$ cat src/rtl/uart_pkg.sv
// Shared definitions for the UART transmit stage.
//   - uart_state_e  : transmitter FSM state encoding
//   - UART_DATA_BITS: payload bits per frame
//   - UART_IDLE_LEVEL: line level when no frame is being sent
//   - tx_level()    : serial line level for a given FSM state
package uart_pkg;

    typedef enum logic [1:0] {
        ST_IDLE  = 2'd0,
        ST_START = 2'd1,
        ST_DATA  = 2'd2,
        ST_STOP  = 2'd3
    } uart_state_e;

    localparam int   UART_DATA_BITS  = 8;
    localparam logic UART_IDLE_LEVEL = 1'b1;

    // Line level driven while the FSM sits in a state; data_bit is the
    // current LSB of the shift register and only matters in DATA.
    function automatic logic tx_level(input uart_state_e st, input logic data_bit);
        logic lvl;
        case (st)
            ST_START: lvl = 1'b0;
            ST_DATA:  lvl = data_bit;
            default:  lvl = UART_IDLE_LEVEL;
        endcase
        return lvl;
    endfunction

endpackage

$ cat src/rtl/sync_fifo_8.sv
// Single-clock byte FIFO.
//   clk, resetn : clock and asynchronous active-low reset
//   push, din   : write request and data (ignored when full without pop)
//   pop, dout   : read request; dout shows the head entry combinationally
//   count       : registered occupancy
//   full, empty : occupancy flags derived from count
module sync_fifo_8 #(
    parameter  int FIFO_DEPTH = 16,
    localparam int PTR_W      = $clog2(FIFO_DEPTH),
    localparam int CNT_W      = $clog2(FIFO_DEPTH) + 1
) (
    input  logic             clk,
    input  logic             resetn,
    input  logic             push,
    input  logic             pop,
    input  logic [7:0]       din,
    output logic [7:0]       dout,
    output logic [CNT_W-1:0] count,
    output logic             full,
    output logic             empty
);

    logic [7:0]       mem_r [FIFO_DEPTH];
    logic [PTR_W-1:0] wr_ptr_r;
    logic [PTR_W-1:0] rd_ptr_r;
    logic [CNT_W-1:0] count_r;
    logic             do_push_s;
    logic             do_pop_s;

    assign full  = (count_r == CNT_W'(FIFO_DEPTH));
    assign empty = (count_r == {CNT_W{1'b0}});
    assign count = count_r;
    assign dout  = mem_r[rd_ptr_r];

    // A push into a full FIFO is legal only when the head leaves in the same cycle.
    assign do_pop_s  = pop & ~empty;
    assign do_push_s = push & (~full | do_pop_s);

    // Storage array; contents need no reset because count guards every read.
    always_ff @(posedge clk) begin
        if (do_push_s) begin
            mem_r[wr_ptr_r] <= din;
        end
    end

    // Pointers wrap naturally because FIFO_DEPTH is a power of two.
    always_ff @(posedge clk or negedge resetn) begin
        if (!resetn) begin
            wr_ptr_r <= {PTR_W{1'b0}};
            rd_ptr_r <= {PTR_W{1'b0}};
        end else begin
            if (do_push_s) begin
                wr_ptr_r <= wr_ptr_r + PTR_W'(1);
            end
            if (do_pop_s) begin
                rd_ptr_r <= rd_ptr_r + PTR_W'(1);
            end
        end
    end

    // Occupancy counter; simultaneous push and pop leaves it unchanged.
    always_ff @(posedge clk or negedge resetn) begin
        if (!resetn) begin
            count_r <= {CNT_W{1'b0}};
        end else begin
            case ({do_push_s, do_pop_s})
                2'b10:   count_r <= count_r + CNT_W'(1);
                2'b01:   count_r <= count_r - CNT_W'(1);
                default: count_r <= count_r;
            endcase
        end
    end

endmodule

$ cat src/rtl/uart_tx_fifo.sv
// Console transmit stage: buffers strobed bytes and sends them as 8N1 frames.
//   clk, resetn : clock and asynchronous active-low reset
//   in_byte     : byte from the system output register
//   in_valid    : one-cycle strobe qualifying in_byte
//   ovf_clr     : synchronous clear of the sticky overflow flag
//   tx          : registered serial output, idle high
//   busy        : registered; high while a frame is in flight or bytes wait
//   fifo_count  : FIFO occupancy
//   overflow    : sticky; a byte arrived while the FIFO was full
module uart_tx_fifo
    import uart_pkg::*;
#(
    parameter  int CLK_DIV    = 434,
    parameter  int FIFO_DEPTH = 16,
    localparam int CNT_W      = $clog2(FIFO_DEPTH) + 1
) (
    input  logic             clk,
    input  logic             resetn,
    input  logic [7:0]       in_byte,
    input  logic             in_valid,
    input  logic             ovf_clr,
    output logic             tx,
    output logic             busy,
    output logic [CNT_W-1:0] fifo_count,
    output logic             overflow
);

    localparam int               BAUD_W      = $clog2(CLK_DIV);
    localparam logic [BAUD_W-1:0] BAUD_RELOAD = BAUD_W'(CLK_DIV - 1);
    localparam logic [2:0]        LAST_BIT    = 3'(UART_DATA_BITS - 1);

    uart_state_e       state_r;
    uart_state_e       state_nxt_s;
    logic [BAUD_W-1:0] baud_r;
    logic [BAUD_W-1:0] baud_nxt_s;
    logic [2:0]        bit_idx_r;
    logic [2:0]        bit_idx_nxt_s;
    logic [7:0]        shift_r;
    logic [7:0]        shift_nxt_s;
    logic              tx_r;
    logic              busy_r;
    logic              overflow_r;

    logic              pop_s;
    logic              push_s;
    logic              drop_s;
    logic              bit_end_s;
    logic [7:0]        fifo_dout_s;
    logic [CNT_W-1:0]  fifo_count_s;
    logic              fifo_full_s;
    logic              fifo_empty_s;

    sync_fifo_8 #(
        .FIFO_DEPTH (FIFO_DEPTH)
    ) u_fifo (
        .clk    (clk),
        .resetn (resetn),
        .push   (push_s),
        .pop    (pop_s),
        .din    (in_byte),
        .dout   (fifo_dout_s),
        .count  (fifo_count_s),
        .full   (fifo_full_s),
        .empty  (fifo_empty_s)
    );

    assign bit_end_s = (baud_r == {BAUD_W{1'b0}});
    // The source cannot be stalled: a byte that finds no room is lost and flagged.
    assign push_s    = in_valid & (~fifo_full_s | pop_s);
    assign drop_s    = in_valid & fifo_full_s & ~pop_s;

    // Next-state logic for the frame sequencer, baud counter and shift register.
    always_comb begin
        state_nxt_s   = state_r;
        baud_nxt_s    = baud_r;
        bit_idx_nxt_s = bit_idx_r;
        shift_nxt_s   = shift_r;
        pop_s         = 1'b0;
        case (state_r)
            ST_IDLE: begin
                if (!fifo_empty_s) begin
                    pop_s       = 1'b1;
                    shift_nxt_s = fifo_dout_s;
                    baud_nxt_s  = BAUD_RELOAD;
                    state_nxt_s = ST_START;
                end else begin
                    state_nxt_s = ST_IDLE;
                end
            end
            ST_START: begin
                if (bit_end_s) begin
                    bit_idx_nxt_s = 3'd0;
                    baud_nxt_s    = BAUD_RELOAD;
                    state_nxt_s   = ST_DATA;
                end else begin
                    baud_nxt_s = baud_r - BAUD_W'(1);
                end
            end
            ST_DATA: begin
                if (bit_end_s) begin
                    shift_nxt_s = {1'b0, shift_r[7:1]};
                    baud_nxt_s  = BAUD_RELOAD;
                    if (bit_idx_r == LAST_BIT) begin
                        state_nxt_s = ST_STOP;
                    end else begin
                        bit_idx_nxt_s = bit_idx_r + 3'd1;
                    end
                end else begin
                    baud_nxt_s = baud_r - BAUD_W'(1);
                end
            end
            ST_STOP: begin
                if (bit_end_s) begin
                    // Chain straight into the next start bit so queued frames are gapless.
                    if (!fifo_empty_s) begin
                        pop_s       = 1'b1;
                        shift_nxt_s = fifo_dout_s;
                        baud_nxt_s  = BAUD_RELOAD;
                        state_nxt_s = ST_START;
                    end else begin
                        baud_nxt_s  = {BAUD_W{1'b0}};
                        state_nxt_s = ST_IDLE;
                    end
                end else begin
                    baud_nxt_s = baud_r - BAUD_W'(1);
                end
            end
            default: begin
                baud_nxt_s    = {BAUD_W{1'b0}};
                bit_idx_nxt_s = 3'd0;
                state_nxt_s   = ST_IDLE;
            end
        endcase
    end

    // Sequencer state, baud counter, bit index and shift register.
    always_ff @(posedge clk or negedge resetn) begin
        if (!resetn) begin
            state_r   <= ST_IDLE;
            baud_r    <= {BAUD_W{1'b0}};
            bit_idx_r <= 3'd0;
            shift_r   <= 8'h00;
        end else begin
            state_r   <= state_nxt_s;
            baud_r    <= baud_nxt_s;
            bit_idx_r <= bit_idx_nxt_s;
            shift_r   <= shift_nxt_s;
        end
    end

    // Line and status outputs, registered from the current sequencer state.
    always_ff @(posedge clk or negedge resetn) begin
        if (!resetn) begin
            tx_r   <= UART_IDLE_LEVEL;
            busy_r <= 1'b0;
        end else begin
            tx_r   <= tx_level(state_r, shift_r[0]);
            busy_r <= (state_r != ST_IDLE) | ~fifo_empty_s;
        end
    end

    // Sticky overflow; a drop in the same cycle as a clear keeps it set.
    always_ff @(posedge clk or negedge resetn) begin
        if (!resetn) begin
            overflow_r <= 1'b0;
        end else if (drop_s) begin
            overflow_r <= 1'b1;
        end else if (ovf_clr) begin
            overflow_r <= 1'b0;
        end else begin
            overflow_r <= overflow_r;
        end
    end

    assign tx         = tx_r;
    assign busy       = busy_r;
    assign fifo_count = fifo_count_s;
    assign overflow   = overflow_r;

endmodule

$ cat config.mk
export PLATFORM = sky130hd
export DESIGN_NAME = uart_tx_fifo
export DESIGN_NICKNAME = d
export VERILOG_FILES = /design/src/rtl/uart_pkg.sv /design/src/rtl/sync_fifo_8.sv /design/src/rtl/uart_tx_fifo.sv
export SDC_FILE = /design/constraint.sdc
export NUM_CORES = 1
export LEC_CHECK = 0
export ABC_AREA = 1
export CORE_UTILIZATION = 30
export DETAILED_ROUTE_END_ITERATION = 10
export PLACE_DENSITY = 0.48
export SETUP_SLACK_MARGIN = 0.4
export SYNTH_ARGS = -nofsm -noshare
export SYNTH_HDL_FRONTEND = slang
export SYNTH_SLANG_ARGS = --single-unit
$ cat constraint.sdc
create_clock -name clk -period 6.9 [get_ports clk]
set_input_delay 0.69 -clock clk [delete_from_list [all_inputs] [get_ports clk]]
set_output_delay 0.69 -clock clk [all_outputs]
set_load 0.02 [all_outputs]
==> results.json <==
{
  "status": "finished clean",
  "yosysTopAreaCell": "edfxtp_1",
  "numPortBuffers": 19,
  "start_util": 0.3086,
  "io_pins": 20,
  "synthTopCellsByCount": "nand2_1 (240), edfxtp_1 (128), nand3_1 (103), inv_1 (96), nor2_1 (53)",
  "syn-cell-area_um2": 7838,
  "synthFlopType": "edfxtp_1",
  "p_per_area_nw_per_um2": 276.3,
  "cts_buffer_depth": 2,
  "hp-class": "in -> async",
  "final.fill_count": 2629,
  "synth.most_common_cell": "nand2_1",
  "antennaDiodeCount": 0,
  "p_leak_nw": 3.728,
  "min_period_ns": 2.844,
  "dp_hpwl_um": 11250,
  "routedWlPerCell_um": 15.67,
  "muxShareOfSynthArea": 0,
  "cts_hold_buffers": 0,
  "grt_start_max_net_pins": 73,
  "die_w_um": 163.6,
  "max_freq_mhz": 351.7,
  "cpPeakStageDelay_ns": 0.42,
  "synthTopCellsByArea": "edfxtp_1 (49%), dfrtp_1 (12%), nand2_1 (11%)",
  "placed_area_um2": 8288,
  "htree_levels": 4,
  "crit_fanout": 22,
  "vias": 5208,
  "synth_xor_area_frac": 0.01453,
  "wl_um": 18260,
  "synth_compound_area_frac": 0.03448,
  "numCtsBuffers": 17,
  "synth-simple-area-share": 0.2380,
  "globalplace.congestion": 0.7355,
  "synthArstFlopShare": 0.2289,
  "antenna_found_initial": 0,
  "synthCells": 811,
  "critical_path_class": "reg -> reg",
  "synth_edf_count": 128,
  "first_global_vias": 5057,
  "synth-seq-area-share": 0.6119,
  "clock_skew_ns": 0.01523,
  "setup_violations": 0,
  "period_share": 0.4121,
  "worst_pin_slew_ns": 1.153,
  "critPathLaunchType": "register",
  "tns_ns": 0,
  "gr-usage-all-layers": 0.1459,
  "ctsResizeCount": 0,
  "cts.clk_slew.worst_paths_ns": 0.07,
  "cp_common_cell": "nand2_1",
  "cts-root-buf": "clkbuf_16",
  "area_delta_synth_final_pct": 13.19,
  "path_delay_family": "simple AND/OR/NAND/NOR gates",
  "coreArea_um2": 25400,
  "final_nets": 853,
  "final-max-slew-violation-count": 0,
  "drt_first_pass_iters": 7,
  "critPathBufInv": 4,
  "synth_top_cell_area_share": 0.4904,
  "path_cells": "inv_1 -> ha_1 -> inv_1 -> nand2_1 -> inv_2 -> nand2_4 -> nand2_4 -> nand2_4 -> ha_1 -> xor2_1 -> ha_1 -> inv_1 -> nand2_1 -> nand3_1 -> nand2_1 -> xor2_1 -> nand2_1 -> nand2_1",
  "cts_setup_buffers": 0,
  "vias_per_cell": 4.470,
  "drtIter0Drc": 293,
  "slowest_stage": "dfrtp_1",
  "ys_warn_count": 0,
  "grt_pass1_wl_um": 29080,
  "crit_required_ns": 7.27,
  "synth_top_family_by_area": "simple AND/OR/NAND/NOR gates",
  "rsz0062_at_grt": "no",
  "die_area_um2": 26770,
  "synth-seq-cells": 166,
  "rows": 58,
  "cts_sinks": 166,
  "maxCapViolations": 0,
  "overflow": 0,
  "synth_area_per_cell_um2": 9.664,
  "hold_violations": 0,
  "tritoncts": "built",
  "drive_gt1_frac": 0.08743,
  "ir_drop_mv": 0.1591,
  "final_antenna_net_count": 0,
  "worstPathArrival_ns": 3.21,
  "ys_types": 32,
  "insertion_delay_ns": 0.43,
  "die_h_um": 163.6,
  "final_area_um2": 8871,
  "slew_headroom": 0.2313,
  "utilization": 0.3493,
  "yosys.area_share.adder": 0.03033,
  "synth_nets": 842,
  "drc": 0,
  "end_kind": "register"
}
==> routing by layer <==
metal,vias to the layer above,wire length (um),GRT usage
met5,-,0,0
met4,0,245,0.04714
met3,15,514,0.02743
met2,67,8698,0.2321
met1,2474,8799,0.1994
li1,2652,-,-
==> where the power goes <==
part	switching (mW)	internal, mW
registers	0.0446	1.17
logic	0.203	0.103
clock network	0.398	0.536
==> path summary, 6_finish.rpt <==
path	from	to	slack (ns)	depth (start not counted)
setup / recovery	state_r[0]	u_fifo.count[4]	4.06	18
hold / removal	resetn	baud_r[4]	0.40	1
setup reg to reg	state_r[0]	u_fifo.count[4]	4.06	18
hold reg to reg	shift_r[6]	shift_r[6]	0.48	2
max in group asynchronous	resetn	u_fifo.rd_ptr_r[0]	5.87	1
min in group clk	shift_r[6]	shift_r[6]	0.48	2
==> logic make-up after synthesis <==
group / Yosys count
AO/OA/AOI/OAI: 50
XOR/XNOR: 13
adder cells (fa/ha/maj): 19
buffers and inverters: 132
flip-flops: 166
AND/OR/NAND/NOR: 431
==> sequential cells by signal (all words and copies together) (netlist names) <==
register and flops:
bit_idx_r 3, state_r 2, baud_r 9, shift_r 8
u_fifo.wr_ptr_r 4, tx 1, u_fifo.mem_r 128, busy 1
u_fifo.rd_ptr_r 4, overflow 1, u_fifo.count 5
==> metrics by stage <==
stage | cells | power, mW | worst slack (ns) | hold slack, ns
finish | 1165 | 2.451 | 4.056 | 0.3955
floorplan | 811 | 1.423 | 4.400 | 0.3944
CTS | 1165 | 2.476 | 4.019 | 0.4330
global route | 1165 | 2.561 | 3.722 | 0.4713
detailed placement | 1133 | 1.545 | 3.943 | 0.4663
global placement | 1133 | 1.545 | 4.003 | 0.4643
==> cells in the final DEF, fill, tap and decap left out, drive strengths merged <==
cell type and count:
nand2 248, edfxtp 128, nand3 104, inv 104, nor2 75, dfrtp 37
o21ai 32, clkbuf 24, ha 19, clkdlybuf4s50 18, xor2 11, a21oi 11
clkinv 5, o211ai 4, buf 4, nor3 3, xnor2 2, nand4 1
a21boi 1, o22ai 1, o21bai 1, clkinvlp 1, dfstp 1
==> layout make-up <==
class | instances | area, um^2 | share of cell area
sequential | 166 | 4797 | 0.5408
clock buffer | 24 | 524.3 | 0.05910
tap | 330 | 412.9 | 0.04654
timing repair buffer | 22 | 207.7 | 0.02341
multi-input combinational | 513 | 2487 | 0.2804
clock inverter | 8 | 58.81 | 0.006629
inverter | 102 | 382.9 | 0.04316
Power figures use the tool's default switching activity.
